### src/rtl/uart_fifo_periph_pkg.sv
// Shared definitions for the FIFO-buffered UART peripheral: register map, bit indices,
// FSM encodings and the CTRL reset value. The UART_LOOPBACK_EN macro enables CTRL bit5.
package uart_fifo_periph_pkg;

    localparam logic [1:0] ADDR_DATA   = 2'b00;
    localparam logic [1:0] ADDR_STATUS = 2'b01;
    localparam logic [1:0] ADDR_CTRL   = 2'b10;
    localparam logic [1:0] ADDR_RXCNT  = 2'b11;

    localparam int ST_RX_OVR   = 0;
    localparam int ST_RX_BRK   = 1;
    localparam int ST_TX_FULL  = 2;
    localparam int ST_RX_AVAIL = 3;
    localparam int ST_TX_IDLE  = 4;
    localparam int ST_RX_FULL  = 5;
    localparam int ST_TX_OVF   = 6;

    localparam int CTRL_IE_RX    = 0;
    localparam int CTRL_IE_TX    = 1;
    localparam int CTRL_IE_ERR   = 2;
    localparam int CTRL_TX_FLUSH = 3;
    localparam int CTRL_RX_FLUSH = 4;
    localparam int CTRL_LOOPBACK = 5;

    localparam logic [7:0] CTRL_RESET = 8'h05;

    typedef enum logic [1:0] {
        TX_IDLE      = 2'd0,
        TX_LOAD      = 2'd1,
        TX_WAIT_BUSY = 2'd2,
        TX_WAIT_DONE = 2'd3
    } tx_state_t;

    typedef enum logic [1:0] {
        RX_IDLE  = 2'd0,
        RX_START = 2'd1,
        RX_DATA  = 2'd2,
        RX_STOP  = 2'd3
    } rx_state_t;

    function automatic int cycles_per_bit(input int clk_hz, input int bit_rate);
        return clk_hz / bit_rate;
    endfunction

endpackage

### src/rtl/uart_rx.sv
// 8N1 UART receiver: mid-bit sampling, one-cycle valid pulse, break pulse on all-zero frame.
module uart_rx
    import uart_fifo_periph_pkg::*;
#(
    parameter int CLK_HZ   = 1_000_000,
    parameter int BIT_RATE = 115200
) (
    input  logic       clk,
    input  logic       reset,
    input  logic       rxd,
    output logic       rx_valid,
    output logic       rx_break,
    output logic [7:0] rx_data
);
    localparam int         CPB    = cycles_per_bit(CLK_HZ, BIT_RATE);
    localparam logic [15:0] FULL_M1 = 16'(CPB - 1);
    localparam logic [15:0] HALF_M1 = 16'(CPB / 2 - 1);

    rx_state_t   state;
    logic [1:0]  sync;
    logic [15:0] cnt;
    logic [2:0]  bits;

    always_ff @(posedge clk) begin
        rx_valid <= 1'b0;
        rx_break <= 1'b0;
        if (reset) begin
            state   <= RX_IDLE;
            sync    <= 2'b11;
            cnt     <= '0;
            bits    <= '0;
            rx_data <= '0;
        end else begin
            sync <= {sync[0], rxd};
            case (state)
                RX_IDLE: begin
                    if (!sync[1]) begin
                        state <= RX_START;
                        cnt   <= HALF_M1;
                    end
                end
                RX_START: begin
                    if (cnt == '0) begin
                        state <= sync[1] ? RX_IDLE : RX_DATA;
                        cnt   <= FULL_M1;
                        bits  <= '0;
                    end else begin
                        cnt <= cnt - 1'b1;
                    end
                end
                RX_DATA: begin
                    if (cnt == '0) begin
                        rx_data <= {sync[1], rx_data[7:1]};
                        cnt     <= FULL_M1;
                        bits    <= bits + 1'b1;
                        if (bits == 3'd7) state <= RX_STOP;
                    end else begin
                        cnt <= cnt - 1'b1;
                    end
                end
                RX_STOP: begin
                    if (cnt == '0) begin
                        state <= RX_IDLE;
                        // Low stop bit with all-zero data is a break; other framing errors are dropped.
                        if (sync[1])               rx_valid <= 1'b1;
                        else if (rx_data == 8'h00) rx_break <= 1'b1;
                    end else begin
                        cnt <= cnt - 1'b1;
                    end
                end
                default: state <= RX_IDLE;
            endcase
        end
    end

endmodule

### src/rtl/uart_sync_fifo.sv
// Byte-wide synchronous FIFO with show-ahead read port; flush takes priority over push/pop.
module uart_sync_fifo #(
    parameter int DEPTH_LOG2 = 4
) (
    input  logic                  clk,
    input  logic                  reset,
    input  logic                  push,
    input  logic [7:0]            din,
    input  logic                  pop,
    input  logic                  flush,
    output logic [7:0]            dout,
    output logic                  full,
    output logic                  empty,
    output logic [DEPTH_LOG2:0]   count
);
    localparam int DEPTH = 1 << DEPTH_LOG2;

    logic [7:0]            mem [DEPTH];
    logic [DEPTH_LOG2-1:0] wr_ptr;
    logic [DEPTH_LOG2-1:0] rd_ptr;
    logic                  do_push;
    logic                  do_pop;

    assign empty   = (count == '0);
    assign full    = (count == (DEPTH_LOG2+1)'(DEPTH));
    assign do_pop  = pop & ~empty & ~flush;
    // A full FIFO still accepts a push when the head leaves in the same cycle.
    assign do_push = push & ~flush & (~full | do_pop);
    assign dout    = mem[rd_ptr];

    always_ff @(posedge clk) begin
        if (do_push) begin
            mem[wr_ptr] <= din;
        end
    end

    always_ff @(posedge clk) begin
        if (reset || flush) begin
            wr_ptr <= '0;
            rd_ptr <= '0;
            count  <= '0;
        end else begin
            if (do_push) wr_ptr <= wr_ptr + 1'b1;
            if (do_pop)  rd_ptr <= rd_ptr + 1'b1;
            case ({do_push, do_pop})
                2'b10:   count <= count + 1'b1;
                2'b01:   count <= count - 1'b1;
                default: count <= count;
            endcase
        end
    end

endmodule

### src/rtl/uart_tx.sv
// 8N1 UART transmitter: latches tx_data on tx_en while idle, busy until the stop bit ends.
module uart_tx
    import uart_fifo_periph_pkg::*;
#(
    parameter int CLK_HZ   = 1_000_000,
    parameter int BIT_RATE = 115200
) (
    input  logic       clk,
    input  logic       reset,
    input  logic       tx_en,
    input  logic [7:0] tx_data,
    output logic       txd,
    output logic       tx_busy
);
    localparam int          CPB     = cycles_per_bit(CLK_HZ, BIT_RATE);
    localparam logic [15:0] FULL_M1 = 16'(CPB - 1);

    logic [9:0]  shift;
    logic [3:0]  nbits;
    logic [15:0] cnt;

    assign txd = shift[0];

    always_ff @(posedge clk) begin
        if (reset) begin
            shift   <= '1;
            nbits   <= '0;
            cnt     <= '0;
            tx_busy <= 1'b0;
        end else if (!tx_busy) begin
            if (tx_en) begin
                shift   <= {1'b1, tx_data, 1'b0};
                nbits   <= 4'd10;
                cnt     <= FULL_M1;
                tx_busy <= 1'b1;
            end
        end else if (cnt == '0) begin
            shift <= {1'b1, shift[9:1]};
            nbits <= nbits - 1'b1;
            cnt   <= FULL_M1;
            if (nbits == 4'd1) tx_busy <= 1'b0;
        end else begin
            cnt <= cnt - 1'b1;
        end
    end

endmodule

### src/rtl/uart_fifo_periph.sv
// CPU-bus UART peripheral with RX/TX FIFOs, interrupt enables, flush and sticky error flags.
// Define UART_LOOPBACK_EN to build the internal TX->RX loopback selected by CTRL bit5.
module uart_fifo_periph
    import uart_fifo_periph_pkg::*;
#(
    parameter int CLK_HZ        = 1_000_000,
    parameter int BIT_RATE      = 115200,
    parameter int RX_DEPTH_LOG2 = 4,
    parameter int TX_DEPTH_LOG2 = 4
) (
    input  logic       clk,
    input  logic       reset,
    input  logic [1:0] ADDR,
    input  logic       CS,
    input  logic       WE,
    input  logic [7:0] DI,
    output logic [7:0] DO,
    output logic       IRQ,
    input  logic       uart_rxd,
    output logic       uart_txd
);
    logic data_rd, data_wr, status_rd, ctrl_wr;
    logic rx_valid, rx_break, rx_pop, rx_flush, rx_full, rx_empty;
    logic tx_busy, tx_en, tx_pop, tx_flush, tx_full, tx_empty, tx_idle;
    logic [7:0] rx_data, rx_head, tx_head, status, ctrl_rd;
    logic [RX_DEPTH_LOG2:0] rx_count;
    logic [TX_DEPTH_LOG2:0] tx_count;
    logic [8:0] rxcnt_ext;
    logic rx_line, tx_line;
    logic ie_rx, ie_tx, ie_err, loopback;
    logic rx_ovr, rx_brk, tx_ovf;
    tx_state_t tx_state;

    assign data_rd   = CS & ~WE & (ADDR == ADDR_DATA);
    assign status_rd = CS & ~WE & (ADDR == ADDR_STATUS);
    assign data_wr   = CS &  WE & (ADDR == ADDR_DATA);
    assign ctrl_wr   = CS &  WE & (ADDR == ADDR_CTRL);
    assign rx_pop    = data_rd & ~rx_empty;
    assign rx_flush  = ctrl_wr & DI[CTRL_RX_FLUSH];
    assign tx_flush  = ctrl_wr & DI[CTRL_TX_FLUSH];
    assign tx_idle   = (tx_count == '0) && (tx_state == TX_IDLE);

    uart_sync_fifo #(.DEPTH_LOG2(RX_DEPTH_LOG2)) u_rx_fifo (
        .clk(clk), .reset(reset), .push(rx_valid), .din(rx_data), .pop(rx_pop),
        .flush(rx_flush), .dout(rx_head), .full(rx_full), .empty(rx_empty), .count(rx_count)
    );

    uart_sync_fifo #(.DEPTH_LOG2(TX_DEPTH_LOG2)) u_tx_fifo (
        .clk(clk), .reset(reset), .push(data_wr), .din(DI), .pop(tx_pop),
        .flush(tx_flush), .dout(tx_head), .full(tx_full), .empty(tx_empty), .count(tx_count)
    );

    uart_rx #(.CLK_HZ(CLK_HZ), .BIT_RATE(BIT_RATE)) u_rx (
        .clk(clk), .reset(reset), .rxd(rx_line), .rx_valid(rx_valid),
        .rx_break(rx_break), .rx_data(rx_data)
    );

    uart_tx #(.CLK_HZ(CLK_HZ), .BIT_RATE(BIT_RATE)) u_tx (
        .clk(clk), .reset(reset), .tx_en(tx_en), .tx_data(tx_head),
        .txd(tx_line), .tx_busy(tx_busy)
    );

`ifdef UART_LOOPBACK_EN
    always_ff @(posedge clk) begin
        if (reset)        loopback <= CTRL_RESET[CTRL_LOOPBACK];
        else if (ctrl_wr) loopback <= DI[CTRL_LOOPBACK];
    end
    assign rx_line  = loopback ? tx_line : uart_rxd;
    assign uart_txd = loopback ? 1'b1    : tx_line;
`else
    assign loopback = 1'b0;
    assign rx_line  = uart_rxd;
    assign uart_txd = tx_line;
`endif

    always_ff @(posedge clk) begin
        if (reset) begin
            ie_rx  <= CTRL_RESET[CTRL_IE_RX];
            ie_tx  <= CTRL_RESET[CTRL_IE_TX];
            ie_err <= CTRL_RESET[CTRL_IE_ERR];
        end else if (ctrl_wr) begin
            ie_rx  <= DI[CTRL_IE_RX];
            ie_tx  <= DI[CTRL_IE_TX];
            ie_err <= DI[CTRL_IE_ERR];
        end
    end

    // Sticky flags clear on a STATUS read; a set event in the same cycle wins.
    always_ff @(posedge clk) begin
        if (reset) begin
            rx_ovr <= 1'b0;
            rx_brk <= 1'b0;
            tx_ovf <= 1'b0;
        end else begin
            rx_ovr <= (rx_ovr & ~status_rd) | (rx_valid & rx_full & ~rx_pop);
            rx_brk <= (rx_brk & ~status_rd) | rx_break;
            tx_ovf <= (tx_ovf & ~status_rd) | (data_wr & tx_full & ~tx_pop);
        end
    end

    always_ff @(posedge clk) begin
        if (reset) begin
            tx_state <= TX_IDLE;
            tx_en    <= 1'b0;
            tx_pop   <= 1'b0;
        end else begin
            tx_en  <= 1'b0;
            tx_pop <= 1'b0;
            case (tx_state)
                TX_IDLE: begin
                    if (!tx_empty && !tx_busy) begin
                        tx_state <= TX_LOAD;
                        tx_en    <= 1'b1;
                        tx_pop   <= 1'b1;
                    end
                end
                TX_LOAD:      tx_state <= TX_WAIT_BUSY;
                TX_WAIT_BUSY: if (tx_busy)  tx_state <= TX_WAIT_DONE;
                TX_WAIT_DONE: if (!tx_busy) tx_state <= TX_IDLE;
                default:      tx_state <= TX_IDLE;
            endcase
        end
    end

    always_comb begin
        status              = 8'h00;
        status[ST_RX_OVR]   = rx_ovr;
        status[ST_RX_BRK]   = rx_brk;
        status[ST_TX_FULL]  = tx_full;
        status[ST_RX_AVAIL] = ~rx_empty;
        status[ST_TX_IDLE]  = tx_idle;
        status[ST_RX_FULL]  = rx_full;
        status[ST_TX_OVF]   = tx_ovf;
    end

    always_comb begin
        ctrl_rd                = 8'h00;
        ctrl_rd[CTRL_IE_RX]    = ie_rx;
        ctrl_rd[CTRL_IE_TX]    = ie_tx;
        ctrl_rd[CTRL_IE_ERR]   = ie_err;
        ctrl_rd[CTRL_LOOPBACK] = loopback;
    end

    assign rxcnt_ext = 9'(rx_count);

    always_comb begin
        DO = 8'h00;
        case (ADDR)
            ADDR_DATA:   DO = rx_empty ? 8'h00 : rx_head;
            ADDR_STATUS: DO = status;
            ADDR_CTRL:   DO = ctrl_rd;
            default:     DO = rxcnt_ext[8] ? 8'hFF : rxcnt_ext[7:0];
        endcase
    end

    assign IRQ = (ie_rx & ~rx_empty) | (ie_tx & tx_idle) | (ie_err & (rx_ovr | rx_brk | tx_ovf));

endmodule

### config.mk
export PLATFORM = sky130hd
export DESIGN_NAME = uart_fifo_periph
export DESIGN_NICKNAME = d
export VERILOG_FILES = /design/src/rtl/uart_fifo_periph_pkg.sv /design/src/rtl/uart_rx.sv /design/src/rtl/uart_sync_fifo.sv /design/src/rtl/uart_tx.sv /design/src/rtl/uart_fifo_periph.sv
export SDC_FILE = /design/constraint.sdc
export NUM_CORES = 1
export LEC_CHECK = 0
export ABC_AREA = 1
export BUFFER_PORTS_ARGS = -buffer_cell sky130_fd_sc_hd__clkbuf_2
export CAP_MARGIN = 15
export CORE_ASPECT_RATIO = 0.5
export CORE_UTILIZATION = 63
export DETAILED_ROUTE_END_ITERATION = 16
export HOLD_SLACK_MARGIN = 0.05
export PLACE_DENSITY_LB_ADDON = 0.15
export SETUP_SLACK_MARGIN = 0.2
export SYNTH_ARGS = -nofsm -noshare
export SYNTH_HDL_FRONTEND = slang
export SYNTH_SLANG_ARGS = --single-unit
### constraint.sdc
create_clock -name clk -period 3 [get_ports clk]
set_clock_uncertainty 0.2 [all_clocks]
set_input_delay 0.15 -clock clk [delete_from_list [all_inputs] [get_ports clk]]
set_output_delay 0.15 -clock clk [all_outputs]
set_load 0.005 [all_outputs]
==> impl_metrics.env <==
export IMPL_worst_hold_startpoint="ADDR[0]"
export IMPL_grt_pass1_vias=11400
export IMPL_intPower_mw=8.71
export IMPL_r2r_end="u_tx_fifo.mem[2][2]$_DFFE_PP_"
export IMPL_slew_viol_final=0
export IMPL_clock_path_buffers=3
export IMPL_grt_pass1_wl_um=58100
export IMPL_synthFlopType="edfxtp_1"
export IMPL_vias_per_cell=5.75
export IMPL_utilization=0.723
export IMPL_synth_top_cell_area_share=0.479
export IMPL_path_delay_family="buffers and inverters"
export IMPL_p_leak_nw=6.74
export IMPL_globalRouteTotalUtil=0.286
export IMPL_postRouteAntennaNets=0
export IMPL_rr_startpoint="u_tx_fifo.count[0]$_SDFFE_PP0P_"
export IMPL_nets=1757
export IMPL_drc=0
export IMPL_crit_end="rx_ovr$_SDFF_PP0_"
export IMPL_floorplan_initialDensity=0.656
export IMPL_grt_max_degree=75
export IMPL_area_growth_pct=10.2
export IMPL_required_ps=3260
export IMPL_grt_ovfl_total=0
export IMPL_setup_worst_path_end_class="flip-flop"
export IMPL_place_gp_congestion=0.901
export IMPL_path_class="input port to flip-flop"
export IMPL_fmax_ghz=0.374
export IMPL_numCtsBuffers=31
export IMPL_fp_row_count=40
export IMPL_r2r_slack_ps=400
export IMPL_die_area_um2=26100
export IMPL_period_share=0.890
export IMPL_hold_viol_final=0
export IMPL_antenna_found_initial=0
export IMPL_power_frac_seq=0.467
export IMPL_vias=11900
export IMPL_place_inst=1986
export IMPL_cts_root_buffer="clkbuf_16"
export IMPL_ys_seq_area_frac=0.611
export IMPL_cts_clk_slew_worst_paths_ps=70
export IMPL_slew_headroom=0.279
export IMPL_fill_cells=1800
export IMPL_hpwlAfterDp_um=23800
export IMPL_power_switching_mw=3.80
export IMPL_yosysWarnings=0
export IMPL_syn_num_nets=1722
export IMPL_synth_seq_cells=362
export IMPL_synth_edff_count=256
export IMPL_switching_share=0.304
export IMPL_worst_path_max_delay_cell="dlygate4sd3_1"
export IMPL_setup_viol=0
export IMPL_worstHoldPathType="input port to flip-flop"
export IMPL_async_reset_ff_frac=0
export IMPL_worst_pin_slew_ps=1080
export IMPL_syn_cell_area_um2=16000
export IMPL_status="completed"
export IMPL_maxCapViolations=0
export IMPL_synth_area_leader_cell="edfxtp_1"
export IMPL_first_pass_iters=6
export IMPL_wl_per_cell_um=17.5
export IMPL_r2r_cells=8
export IMPL_critPathMostFrequentCell="dlygate4sd3_1"
export IMPL_clock_latency_ps=590
export IMPL_syn_inst=1673
export IMPL_powerDensity_nw_per_um2=707
export IMPL_min_period_ps=2670
export IMPL_worst_path_buf_inv=6
export IMPL_dieWidth_um=228
export IMPL_cts_sinks=362
export IMPL_rsz0062_at_grt="no"
export IMPL_seq_area_um2=9810
export IMPL_pwr_share_comb=0.212
export IMPL_die_h_um=115
export IMPL_crit_chain="dlygate4sd3_1 -> clkbuf_2 -> inv_1 -> nand3_1 -> dlygate4sd3_1 -> a32oi_1 -> dlygate4sd3_1 -> nor2_1 -> dlygate4sd3_1"
export IMPL_io_buffers=24
export IMPL_timing_hold_ws_ps=70.8
export IMPL_ioPinCount=25
export IMPL_drtIter0Drc=1118
export IMPL_fin_cells=2069
export IMPL_cts_tree="yes"
export IMPL_drive_gt1_frac=0.0825
export IMPL_synth_distinct_cells=45
export IMPL_start_kind="input port"
export IMPL_path_max_fanout=3
export IMPL_routed_wl_um=36200
export IMPL_irDropWorstVdd_v=0.000458
export IMPL_yosys_top_cells_area="edfxtp_1 (48%), dfxtp_1 (13%), nor2_1 (6.8%), nand2_1 (6.5%), nand3_1 (5.1%)"
export IMPL_htreeDepth=1
export IMPL_cp_depth=9
export IMPL_multi_input_area_um2=5360
export IMPL_setup_tns_final_ps=0
export IMPL_p_clk_frac=0.321
export IMPL_worstPathArrival_ps=2930
export IMPL_crit_path_max_incr_delay_ps=640
export IMPL_synth_top_cells_by_count="nor2_1 (289), nand2_1 (278), edfxtp_1 (256), nand3_1 (164), o21ai_0 (136)"
export IMPL_synth_most_common_cell="nor2_1"
export IMPL_crit_start="WE"
export IMPL_avgSynthCellArea_um2=9.59
export IMPL_diodes=0
export IMPL_core_region_area_um2=24500
worst reg2reg max path, stage by stage, from the launching register on:
cell and delay [ps]:
dfxtp_1 450, nor2_2 90, nand4_1 160, nand3_2 160, nand2_1 110, nand2_2 130, inv_2 160, nand2_1 190
nor2_1 580
how the worst min path moves through the flow:
stage                                             to  slack [ps]  cells after the start
global placement             u_rx.sync[0]$_SDFF_PP1_         180                      2
finish              u_tx_fifo.rd_ptr[2]$_SDFFE_PP0N_          70                      8
floorplan              u_tx_fifo.mem[0][0]$_DFFE_PP_          50                      0
detailed placement           u_rx.sync[0]$_SDFF_PP1_         180                      2
CTS                 u_tx_fifo.rd_ptr[2]$_SDFFE_PP0N_          70                      8
global route        u_tx_fifo.rd_ptr[2]$_SDFFE_PP0N_         210                      8
layer usage:
layer / GRT usage / wire [µm] / vias to the layer above
met2: 0.472 / 17200 / 414
met5: 0 / 0 / -
li1: - / - / 5726
met1: 0.388 / 15600 / 5675
met4: 0.101 / 1050 / 0
met3: 0.0478 / 2340 / 80
cell families (layout without fill, tap and decap cells):
kind of cell	after synthesis	in the layout	share of synthesized area
compound gates	262	262	0.0895
xor+xnor	15	15	0.00819
fa+ha+maj	34	34	0.0275
buf+inv	212	272	0.0548
flops	362	362	0.611
mux	1	1	0.000624
simple gates	787	787	0.208
power by group through the flow:
stage                     combinational (mW)  sequential (mW)  clock [mW]
after floorplan                         2.12             5.85           0
after global placement                  2.49             5.93           0
after detailed placement                2.60             5.94           0
after CTS                               2.63             5.83        4.04
after global routing                    2.99             5.87        4.25
final                                   2.65             5.84        4.02
state kept, by name (all words and copies together), names as in the netlist, 5 cells and up, named ones only:
name / flops
u_tx.cnt: 16
u_tx_fifo.count: 5
u_rx.cnt: 16
u_rx_fifo.mem: 128
u_tx_fifo.mem: 128
u_rx_fifo.count: 5
u_rx.rx_data: 8
u_tx.shift: 9
layout by cell type (no fill, tap or decap), drive strengths merged, types with 3 or more instances in the layout:
cell type | netlist | routed
a21oi | 78 | 78
buf | 33 | 20
bufinv | 0 | 3
clkbuf | 32 | 66
clkinv | 1 | 9
clkinvlp | 0 | 5
dfxtp | 106 | 106
dlygate4sd3 | 0 | 23
edfxtp | 256 | 256
ha | 32 | 32
inv | 146 | 146
nand2 | 291 | 291
nand3 | 168 | 168
nand4 | 9 | 9
nor2 | 296 | 296
nor3 | 10 | 10
o211ai | 32 | 32
o21ai | 138 | 138
o21bai | 5 | 5
or2 | 8 | 8
xnor2 | 4 | 4
xor2 | 11 | 11
final cells by class:
| type | count | share of cell area |
|---|---|---|
| Timing Repair Buffer | 67 | 0.0294 |
| Tap cell | 336 | 0.0238 |
| Clock inverter | 16 | 0.00990 |
| Inverter | 147 | 0.0317 |
| Multi-Input combinational cell | 1099 | 0.303 |
| Clock buffer | 42 | 0.0473 |
| Sequential cell | 362 | 0.555 |
timing repair:
action                                  in CTS  in global routing
hold buffers                                23                  0
cloned                                       0                  0
hold endpoints to repair                   196                  0
gates resized for setup                      1                 10
endpoints found under the setup margin       5                 16
pin swaps                                    0                  1
setup buffers                                0                  2
metrics by stage:
| stage | setup WS (ps) | area, µm² | total power, mW |
|---|---|---|---|
| CTS | 214 | 17600 | 12.5 |
| finish | 329 | 17700 | 12.5 |
| global route | 201 | 17700 | 13.1 |
| detailed placement | 388 | 16400 | 8.54 |
| floorplan | 743 | 16000 | 7.96 |
| global placement | 544 | 16400 | 8.42 |
Power figures use the tool's default switching activity.
